### src/rtl/rs232_mem_pkg.sv
// Shared definitions for the RS232 memory command sequencer and its macro.
// Provides default bus widths, the command/acknowledge byte values and the
// sequencer state encoding.
package rs232_mem_pkg;

  localparam int unsigned ADDR_W = 14;
  localparam int unsigned DATA_W = 8;

  localparam logic [7:0] OP_WR    = 8'h57;  // 'W'
  localparam logic [7:0] OP_RD    = 8'h52;  // 'R'
  localparam logic [7:0] ACK_BYTE = 8'h4B;  // 'K'

  typedef enum logic [3:0] {
    IDLE,
    ADDR_H,
    ADDR_L,
    LEN,
    WR_DATA,
    WR_ACK,
    RD_ISSUE,
    RD_WAIT,
    RD_SEND
  } state_e;

endpackage

### src/rtl/rs232_mem_tx_hold.sv
// One-entry output register for the UART TX path.
// Ports:
//   clk, rst   - clock, synchronous active-high reset
//   load_i     - capture data_i and raise valid_o
//   data_i     - byte to present
//   ready_i    - downstream accepts when valid_o && ready_i
//   valid_o    - byte pending; held until accepted
//   data_o     - pending byte; stable while valid_o is high
module rs232_mem_tx_hold
  import rs232_mem_pkg::*;
#(
  parameter int unsigned DATA_W = rs232_mem_pkg::DATA_W
) (
  input  logic              clk,
  input  logic              rst,
  input  logic              load_i,
  input  logic [DATA_W-1:0] data_i,
  input  logic              ready_i,
  output logic              valid_o,
  output logic [DATA_W-1:0] data_o
);

  logic              valid_q;
  logic [DATA_W-1:0] data_q;

  // The sequencer only loads while the register is empty, so a load never
  // overwrites a byte that is still waiting for the transmitter.
  always_ff @(posedge clk) begin
    if (rst) begin
      valid_q <= 1'b0;
      data_q  <= '0;
    end else if (load_i) begin
      valid_q <= 1'b1;
      data_q  <= data_i;
    end else if (valid_q && ready_i) begin
      valid_q <= 1'b0;
    end
  end

  assign valid_o = valid_q;
  assign data_o  = data_q;

endmodule

### src/rtl/rs232_mem_ctrl.sv
// Command sequencer between the UART byte stream and the memory macro.
// Parses "op, addr_hi, addr_lo, len[, data...]" commands, performs write or
// read bursts on the macro and returns an ack byte or the read data.
// Ports:
//   clk, rst             - clock, synchronous active-high reset
//   rx_data, rx_valid    - received byte strobe
//   tx_data, tx_valid,   - outgoing byte with valid/ready handshake
//   tx_ready
//   mem_addr, mem_write, - macro address, write strobe, write data
//   mem_wdata
//   mem_rdata            - macro read data, RD_LAT cycles after the address
//   busy                 - sequencer not in IDLE
//   cmd_err              - pulse on an unknown opcode
//   rx_overrun           - pulse when a byte arrives that cannot be taken
module rs232_mem_ctrl
  import rs232_mem_pkg::*;
#(
  parameter int unsigned ADDR_W   = rs232_mem_pkg::ADDR_W,
  parameter int unsigned DATA_W   = rs232_mem_pkg::DATA_W,
  parameter int unsigned RD_LAT   = 1,
  parameter logic [7:0]  OP_WR    = rs232_mem_pkg::OP_WR,
  parameter logic [7:0]  OP_RD    = rs232_mem_pkg::OP_RD,
  parameter logic [7:0]  ACK_BYTE = rs232_mem_pkg::ACK_BYTE
) (
  input  logic              clk,
  input  logic              rst,
  input  logic [DATA_W-1:0] rx_data,
  input  logic              rx_valid,
  output logic [DATA_W-1:0] tx_data,
  output logic              tx_valid,
  input  logic              tx_ready,
  output logic [ADDR_W-1:0] mem_addr,
  output logic              mem_write,
  output logic [DATA_W-1:0] mem_wdata,
  input  logic [DATA_W-1:0] mem_rdata,
  output logic              busy,
  output logic              cmd_err,
  output logic              rx_overrun
);

  localparam int unsigned CNT_W = DATA_W + 1;  // len=0 encodes 256
  localparam int unsigned LAT_W = 2;           // RD_LAT is 1..3

  state_e            state_q, state_d;
  logic              is_wr_q, is_wr_d;
  logic [DATA_W-1:0] addr_hi_q, addr_hi_d;
  logic [ADDR_W-1:0] addr_q, addr_d;
  logic [CNT_W-1:0]  count_q, count_d;
  logic [LAT_W-1:0]  lat_q, lat_d;
  logic [ADDR_W-1:0] mem_addr_q, mem_addr_d;
  logic              mem_write_q, mem_write_d;
  logic [DATA_W-1:0] mem_wdata_q, mem_wdata_d;
  logic              busy_q;
  logic              cmd_err_q, cmd_err_d;
  logic              rx_overrun_q, rx_overrun_d;

  logic              tx_load_c;
  logic [DATA_W-1:0] tx_load_data_c;
  logic              tx_fire_c;
  logic              last_c;
  logic              accept_c;
  logic              op_wr_c;
  logic              op_rd_c;

  assign tx_fire_c = tx_valid && tx_ready;
  assign last_c    = (count_q == CNT_W'(1));
  assign op_wr_c   = (rx_data == DATA_W'(OP_WR));
  assign op_rd_c   = (rx_data == DATA_W'(OP_RD));
  assign accept_c  = (state_q == IDLE) || (state_q == ADDR_H) || (state_q == ADDR_L) ||
                     (state_q == LEN)  || (state_q == WR_DATA);

  // State register
  always_ff @(posedge clk) begin
    if (rst) state_q <= IDLE;
    else     state_q <= state_d;
  end

  // Next-state logic
  always_comb begin
    state_d = state_q;
    unique case (state_q)
      IDLE:     if (rx_valid && (op_wr_c || op_rd_c)) state_d = ADDR_H;
      ADDR_H:   if (rx_valid) state_d = ADDR_L;
      ADDR_L:   if (rx_valid) state_d = LEN;
      LEN:      if (rx_valid) state_d = is_wr_q ? WR_DATA : RD_ISSUE;
      WR_DATA:  if (rx_valid && last_c) state_d = WR_ACK;
      WR_ACK:   if (tx_fire_c) state_d = IDLE;
      RD_ISSUE: state_d = RD_WAIT;
      RD_WAIT:  if (lat_q == LAT_W'(RD_LAT)) state_d = RD_SEND;
      RD_SEND:  if (tx_fire_c) state_d = last_c ? IDLE : RD_ISSUE;
      default:  state_d = IDLE;
    endcase
  end

  // Datapath and output next values
  always_comb begin
    is_wr_d        = is_wr_q;
    addr_hi_d      = addr_hi_q;
    addr_d         = addr_q;
    count_d        = count_q;
    lat_d          = lat_q;
    mem_addr_d     = mem_addr_q;
    mem_write_d    = 1'b0;
    mem_wdata_d    = mem_wdata_q;
    cmd_err_d      = 1'b0;
    tx_load_c      = 1'b0;
    tx_load_data_c = mem_rdata;
    unique case (state_q)
      IDLE: begin
        if (rx_valid) begin
          if (op_wr_c)      is_wr_d   = 1'b1;
          else if (op_rd_c) is_wr_d   = 1'b0;
          else              cmd_err_d = 1'b1;
        end
      end
      ADDR_H: if (rx_valid) addr_hi_d = rx_data;
      // Upper unused bits of addr_hi fall away in the cast
      ADDR_L: if (rx_valid) addr_d = ADDR_W'({addr_hi_q, rx_data});
      LEN: begin
        if (rx_valid) count_d = (rx_data == '0) ? {1'b1, {DATA_W{1'b0}}} : {1'b0, rx_data};
      end
      WR_DATA: begin
        if (rx_valid) begin
          mem_addr_d  = addr_q;
          mem_wdata_d = rx_data;
          mem_write_d = 1'b1;
          addr_d      = addr_q + ADDR_W'(1);
          count_d     = count_q - CNT_W'(1);
        end
      end
      // First WR_ACK cycle overlaps the final write; the ack follows it
      WR_ACK: begin
        if (!tx_valid) begin
          tx_load_c      = 1'b1;
          tx_load_data_c = DATA_W'(ACK_BYTE);
        end
      end
      RD_ISSUE: begin
        mem_addr_d = addr_q;
        lat_d      = '0;
      end
      // Data for the address registered at issue is valid RD_LAT cycles later
      RD_WAIT: begin
        if (lat_q == LAT_W'(RD_LAT)) tx_load_c = 1'b1;
        else                         lat_d     = lat_q + LAT_W'(1);
      end
      RD_SEND: begin
        if (tx_fire_c) begin
          addr_d  = addr_q + ADDR_W'(1);
          count_d = count_q - CNT_W'(1);
        end
      end
      default: ;
    endcase
    rx_overrun_d = rx_valid && !accept_c;
  end

  // Datapath and output registers
  always_ff @(posedge clk) begin
    if (rst) begin
      is_wr_q      <= 1'b0;
      addr_hi_q    <= '0;
      addr_q       <= '0;
      count_q      <= '0;
      lat_q        <= '0;
      mem_addr_q   <= '0;
      mem_write_q  <= 1'b0;
      mem_wdata_q  <= '0;
      busy_q       <= 1'b0;
      cmd_err_q    <= 1'b0;
      rx_overrun_q <= 1'b0;
    end else begin
      is_wr_q      <= is_wr_d;
      addr_hi_q    <= addr_hi_d;
      addr_q       <= addr_d;
      count_q      <= count_d;
      lat_q        <= lat_d;
      mem_addr_q   <= mem_addr_d;
      mem_write_q  <= mem_write_d;
      mem_wdata_q  <= mem_wdata_d;
      busy_q       <= (state_d != IDLE);
      cmd_err_q    <= cmd_err_d;
      rx_overrun_q <= rx_overrun_d;
    end
  end

  rs232_mem_tx_hold #(
    .DATA_W (DATA_W)
  ) u_tx_hold (
    .clk     (clk),
    .rst     (rst),
    .load_i  (tx_load_c),
    .data_i  (tx_load_data_c),
    .ready_i (tx_ready),
    .valid_o (tx_valid),
    .data_o  (tx_data)
  );

  assign mem_addr   = mem_addr_q;
  assign mem_write  = mem_write_q;
  assign mem_wdata  = mem_wdata_q;
  assign busy       = busy_q;
  assign cmd_err    = cmd_err_q;
  assign rx_overrun = rx_overrun_q;

endmodule

### config.mk
export PLATFORM = sky130hd
export DESIGN_NAME = rs232_mem_ctrl
export DESIGN_NICKNAME = d
export VERILOG_FILES = /design/src/rtl/rs232_mem_pkg.sv /design/src/rtl/rs232_mem_tx_hold.sv /design/src/rtl/rs232_mem_ctrl.sv
export SDC_FILE = /design/constraint.sdc
export NUM_CORES = 1
export LEC_CHECK = 0
export BUFFER_PORTS_ARGS = -buffer_cell sky130_fd_sc_hd__buf_2
export CORE_ASPECT_RATIO = 0.5
export CORE_MARGIN = 3
export CORE_UTILIZATION = 60
export DETAILED_ROUTE_END_ITERATION = 6
export PLACE_DENSITY = 0.84
export SYNTH_ARGS = -nofsm -noshare
export SYNTH_HDL_FRONTEND = slang
export SYNTH_HIERARCHICAL = 1
export SYNTH_SLANG_ARGS = --single-unit
### constraint.sdc
create_clock -name clk -period 3.3 [get_ports clk]
set_input_delay 0.66 -clock clk [delete_from_list [all_inputs] [get_ports clk]]
set_output_delay 0.66 -clock clk [all_outputs]
set_load 0.1 [all_outputs]
After elaboration in Yosys (flattened, before gate mapping)
Index checks and enable logic that the tools add are counted.
{"block": "word_totals", "regBits": 71, "inputBits": 20, "output_inout_bits": 35, "wordCells": 100}
{"block": "classes", "n_addsub": 3, "n_eq_ne": 17, "muxes": 35, "bitwise_logic": 3, "n_reduce_logical": 28}
{"operator": "14-bit two-way mux", "n": 4}
{"operator": "14-bit one-hot mux with 3 select lines", "n": 1}
{"operator": "9-bit two-way mux", "n": 4}
{"operator": "4-bit one-hot mux with 9 select lines", "n": 1}
{"operator": "4-bit two-way mux", "n": 8}
{"operator": "14-bit one-hot mux with 2 select lines", "n": 1}
{"operator": "9-bit one-hot mux with 3 select lines", "n": 1}
{"operator": "4-bit by 3-bit equality test with 1-bit output, second input constant", "n": 4}
{"operator": "8-bit by 7-bit equality test with 1-bit output, second input constant", "n": 2}
{"operator": "8-bit two-way mux", "n": 2}
{"operator": "14-bit by 1-bit adder with 14-bit output, second input constant", "n": 1}
{"operator": "2-bit inequality test, second input constant", "n": 5}
{"operator": "9-bit by 1-bit equality test with 1-bit output, second input constant", "n": 1}
{"operator": "9-bit by 1-bit subtractor with 9-bit output, second input constant", "n": 1}
{"operator": "4-bit by 2-bit equality test with 1-bit output, second input constant", "n": 2}
{"operator": "8-bit zero test", "n": 1}
{"operator": "1-bit two-way mux", "n": 8}
{"operator": "2-bit AND reduction", "n": 4}
{"operator": "4-bit AND reduction", "n": 2}
{"operator": "2-bit nonzero test", "n": 4}
{"operator": "3-bit nonzero test", "n": 2}
{"operator": "1-bit logical OR", "n": 5}
{"operator": "4-bit by 1-bit equality test with 1-bit output, second input constant", "n": 1}
{"operator": "4-bit equality test, second input constant", "n": 1}
{"operator": "other kinds (14)", "n": 20}

Longest topological paths before layout
{"block": "depth", "word_depth": 7, "depth_mapped": 7, "depth_no_buf": 7}

Hierarchy
Netlist, hierarchy kept.
{"module": "rs232_mem_ctrl", "instances": 1, "cells_each": 378, "area_each_um2": 3221.8, "seq_area_each_um2": 1241.2}
{"module": "rs232_mem_tx_hold", "instances": 1, "cells_each": 30, "area_each_um2": 321.6, "seq_area_each_um2": 180.2}

Least setup slack after synthesis
OpenSTA, ideal clock, no wires.
{"block": "synth_path", "kind": "register to register", "from": "reg u_tx_hold.valid_q, in the netlist u_tx_hold/valid_o", "to": "reg addr_q[5]", "setup_time_ns": 0.103, "arrival_time_ns": 2.079, "t_required_ns": 3.197, "slack_ns": 1.118, "path_stages_with_launch": 7, "n_path_buf": 1, "synth_period_minus_slack_ns": 2.182, "cell_sequence": "dfxtp_1 nand4b_4 a21oi_1 o21a_1 buf_4 nor2_1 a2111oi_2"}
{"block": "synth_via", "elab_chain_len": 3}
{"item": "from (decl)", "line_no": "rs232_mem_tx_hold.sv:23", "rtl": "logic valid_q;"}
{"item": "from (signal assigned)", "line_no": "rs232_mem_tx_hold.sv:30", "rtl": "valid_q <= 1'b0;"}
{"item": "from (signal assigned)", "line_no": "rs232_mem_tx_hold.sv:33", "rtl": "valid_q <= 1'b1;"}
{"item": "from (signal assigned)", "line_no": "rs232_mem_tx_hold.sv:36", "rtl": "valid_q <= 1'b0;"}
{"item": "1-bit logical AND", "line_no": "rs232_mem_ctrl.sv:65", "rtl": "assign tx_fire_c = tx_valid && tx_ready;"}
{"item": "2-bit inequality test (no line)"}
{"item": "4-bit AND reduction (no line)"}
{"item": "to (signal assigned)", "line_no": "rs232_mem_ctrl.sv:175", "rtl": "addr_q <= addr_d;"}
{"item": "to (decl)", "line_no": "rs232_mem_ctrl.sv:47", "rtl": "logic [ADDR_W-1:0] addr_q, addr_d;"}
No other way between the ends.
A chain may end at the register's enable or synchronous reset.

Worst setup path in the final report
{"block": "layout_path", "from": "reg state_q[2]", "to": "reg u_tx_hold.data_q[6], in the netlist u_tx_hold/data_o[6]"}
{"block": "layout_via", "elab_chain_len": 2, "elab_cells_between_ends": 4, "classes_between": "2 x eq/ne; 2 x mux"}
{"item": "from (decl)", "line_no": "rs232_mem_ctrl.sv:44", "rtl": "state_e state_q, state_d;"}
{"item": "from (signal assigned)", "line_no": "rs232_mem_ctrl.sv:75", "rtl": "else state_q <= state_d;"}
{"item": "4-bit by 3-bit equality test with 1-bit output", "line_no": "rs232_mem_ctrl.sv:108", "rtl": "unique case (state_q)"}
{"item": "1-bit one-hot mux with 2 select lines (*)", "line_no": "rs232_mem_ctrl.sv:108"}
{"item": "via tx_load_c", "line_no": "rs232_mem_ctrl.sv:57", "rtl": "logic tx_load_c;"}
{"item": "to (signal assigned)", "line_no": "rs232_mem_tx_hold.sv:34", "rtl": "data_q <= data_i;"}
{"item": "to (decl)", "line_no": "rs232_mem_tx_hold.sv:24", "rtl": "logic [DATA_W-1:0] data_q;"}
The timed path passes the listed nets; every way through them passes the cells marked *.

==> impl_metrics.ini <==
[sta]
relSlewSlack = 0.463
setup_viol = 0
tns_ps = 0
rsz0062_at_grt = false
clock_skew_ps = 6.84
finalHoldViolations = 0
whs_ps = 482
finalCritPeriodShare = 0.795
tightestPinTransition_ps = 798
min_period_ps = 2620
slew_viol_final = 0
fmax_ghz = 0.381
setup_slack_ps = 676

[setup_path]
cp_data_arrival_time_ps = 2820
start_kind = flop
cp.required_ps = 3500
cp_max_fo = 13
endpoint_kind = flop
critical_path_class = flop to flop

[die]
io_pins = 55
core_area_mm2 = 0.00559
die_area_mm2 = 0.00692
die_h_um = 60.3
die_w_um = 115
rows = 19
initial_core_util = 0.634

[logic_synthesis]
synth_cell_types = 60
yosys.area.top_type = dfxtp_1
yosysTopAreaCellShare = 0.401
synth.avg_cell_area_um2 = 8.68
synth_fa_ha_area_frac = 0.0141
syn_area_mm2 = 0.00354
yosys.area_share.xor_xnor = 0.00706
yosys-mux-area-fraction = 0.108
yosys.area_share.simple = 0.238
ys_seq_area_frac = 0.401
synth_fp_nets = 432
synthFlopType = dfxtp_1
synth-edff-count = 0
async_reset_ff_frac = 0
yosys-top-cells-area = dfxtp_1, mux2i_1, nor2_1
synth_top_family_by_area = simple AND/OR/NAND/NOR gates
synth-compound-area-share = 0.179
syn_inst = 408
yosys_warnings = 6
synth.ff_latch_count = 71

[pwr]
power_w = 0.00178
powerDensity_mw_per_mm2 = 440
vdd_drop_max_v = 0.000373
leakage_nw = 1.63

[worst_hold_path]
min_path_type = flop to flop

[grt]
grt_overflow = 0
grt_pass1_vias = 2934
grt_max_degree = 38
antenna_found_initial = 0
grt_first_pass_wirelength_um = 13600
track_usage = 0.253

[detailed_routing]
vias = 3178
dr.pass1.iters = 5
finalWirelength_um = 8370
antenna_left = 0
drc = 0
vias_per_cell = 6.01
drt_iter0_markers = 284
wl_per_cell_um = 15.8

[place]
dp_hpwl_um = 5910
io_buffers = 54
gp_congestion = 0.880
place_inst = 514
pre_cts_ws_ps = 661

[layout]
layout_common_cells = dfxtp_1, nor2_1, buf_2
final_nets = 476
num_antenna_cells = 0
fin_cells = 529
final_layout_size_suffix_gt1_frac = 0.208
layout_commonest_cell = dfxtp_1
area_growth_pct = 14.1

[clock_tree]
path_clk_slew_ps = 50
ctsRootBufferMaster = clkbuf_16
cts_resized = 0
cts_tree = yes
cts_max_level = 3
cts_hold_buffers = 0
cts_buffer_depth = 2
numClockSinks = 71
cts_setup_buffers = 0
cts_made_buffers = 9
clkLatencyLatePin_ps = 330

[outcome]
status = complete, no violations

[run]
maxCapViolCount = 0
## worst max-delay path, cell delays in order (launching register included)
cell	delay, ps
dfxtp_1	620
nor2b_1	490
nor4b_2	660
a21o_1	410
mux2i_1	250
nor2_1	50
## state kept, by name, indices dropped and copies added, names as in the netlist, 2 cells and up
signal / count
mem_addr: 14
count_q: 9
mem_wdata: 8
state_q: 4
addr_hi_q: 6
u_tx_hold/data_o: 8
addr_q: 14
lat_q: 2
## synthesized netlist by cell type, types with 2 or more instances
master	count
nor3_1	8
o21ai_2	2
inv_1	8
or3_1	3
nand2_1	31
nor2_1	65
buf_6	4
o41ai_1	2
nor3_2	2
a41oi_1	2
dfxtp_1	71
nand3_1	11
o221a_2	2
nor2_2	2
or4_1	2
a211oi_1	3
and2_1	2
buf_4	6
nor2b_1	6
nand3b_1	3
a21o_1	10
a311oi_1	3
o2111ai_1	2
o21ai_0	21
and3_1	3
o31a_1	2
a21oi_1	35
a31oi_1	2
or2_2	4
nor2_4	2
o32ai_1	2
nor4_1	5
ha_1	4
clkbuf_1	6
buf_2	8
nand4b_1	4
mux2i_1	37
## metal layers
layer  routed length (µm)  track usage
met1                 3690        0.314
met2                 3750        0.407
met3                  759       0.0817
met4                  172        0.122
met5                    0            0
## kinds of logic (layout without fill, tap and decap cells)
group / count (synthesis) / in the layout
compound gates: 97 / 97
flops: 71 / 71
simple gates: 163 / 163
fa+ha+maj: 4 / 4
buf+inv: 33 / 81
mux: 38 / 38
xor+xnor: 2 / 2
## power by group
part           switching [W]  internal (W)
clock network       0.000337      0.000520
logic              0.0000439     0.0000197
registers        0.000000698      0.000859
total               0.000381       0.00140
## cell type report
cell class,instances,area [µm²]
Multi-Input combinational cell,304,1930
Clock buffer,11,243
Clock inverter,4,22.5
Inverter,8,30.0
Timing Repair Buffer,58,300
Sequential cell,71,1420
Tap cell,73,91.3
Fill cell,424,1540
## per-stage QoR
step / instance area [µm²] / util
after floorplan: 3540 / -
after global placement: 3780 / 0.676
after detailed placement: 3780 / 0.676
after CTS: 4040 / 0.724
after global routing: 4040 / 0.724
final: 4040 / 0.724
## final timing paths
path                            start                               end  slack (ps)  depth (start not counted)
max             state_q[2]$_SDFF_PP0_  u_tx_hold/data_o[6]$_SDFFE_PP0P_         680                          5
min          mem_addr[2]$_SDFFE_PP0P_          mem_addr[2]$_SDFFE_PP0P_         480                          2
max reg2reg     state_q[2]$_SDFF_PP0_  u_tx_hold/data_o[6]$_SDFFE_PP0P_         680                          5
min reg2reg  mem_addr[2]$_SDFFE_PP0P_          mem_addr[2]$_SDFFE_PP0P_         480                          2
Power figures use the tool's default switching activity.
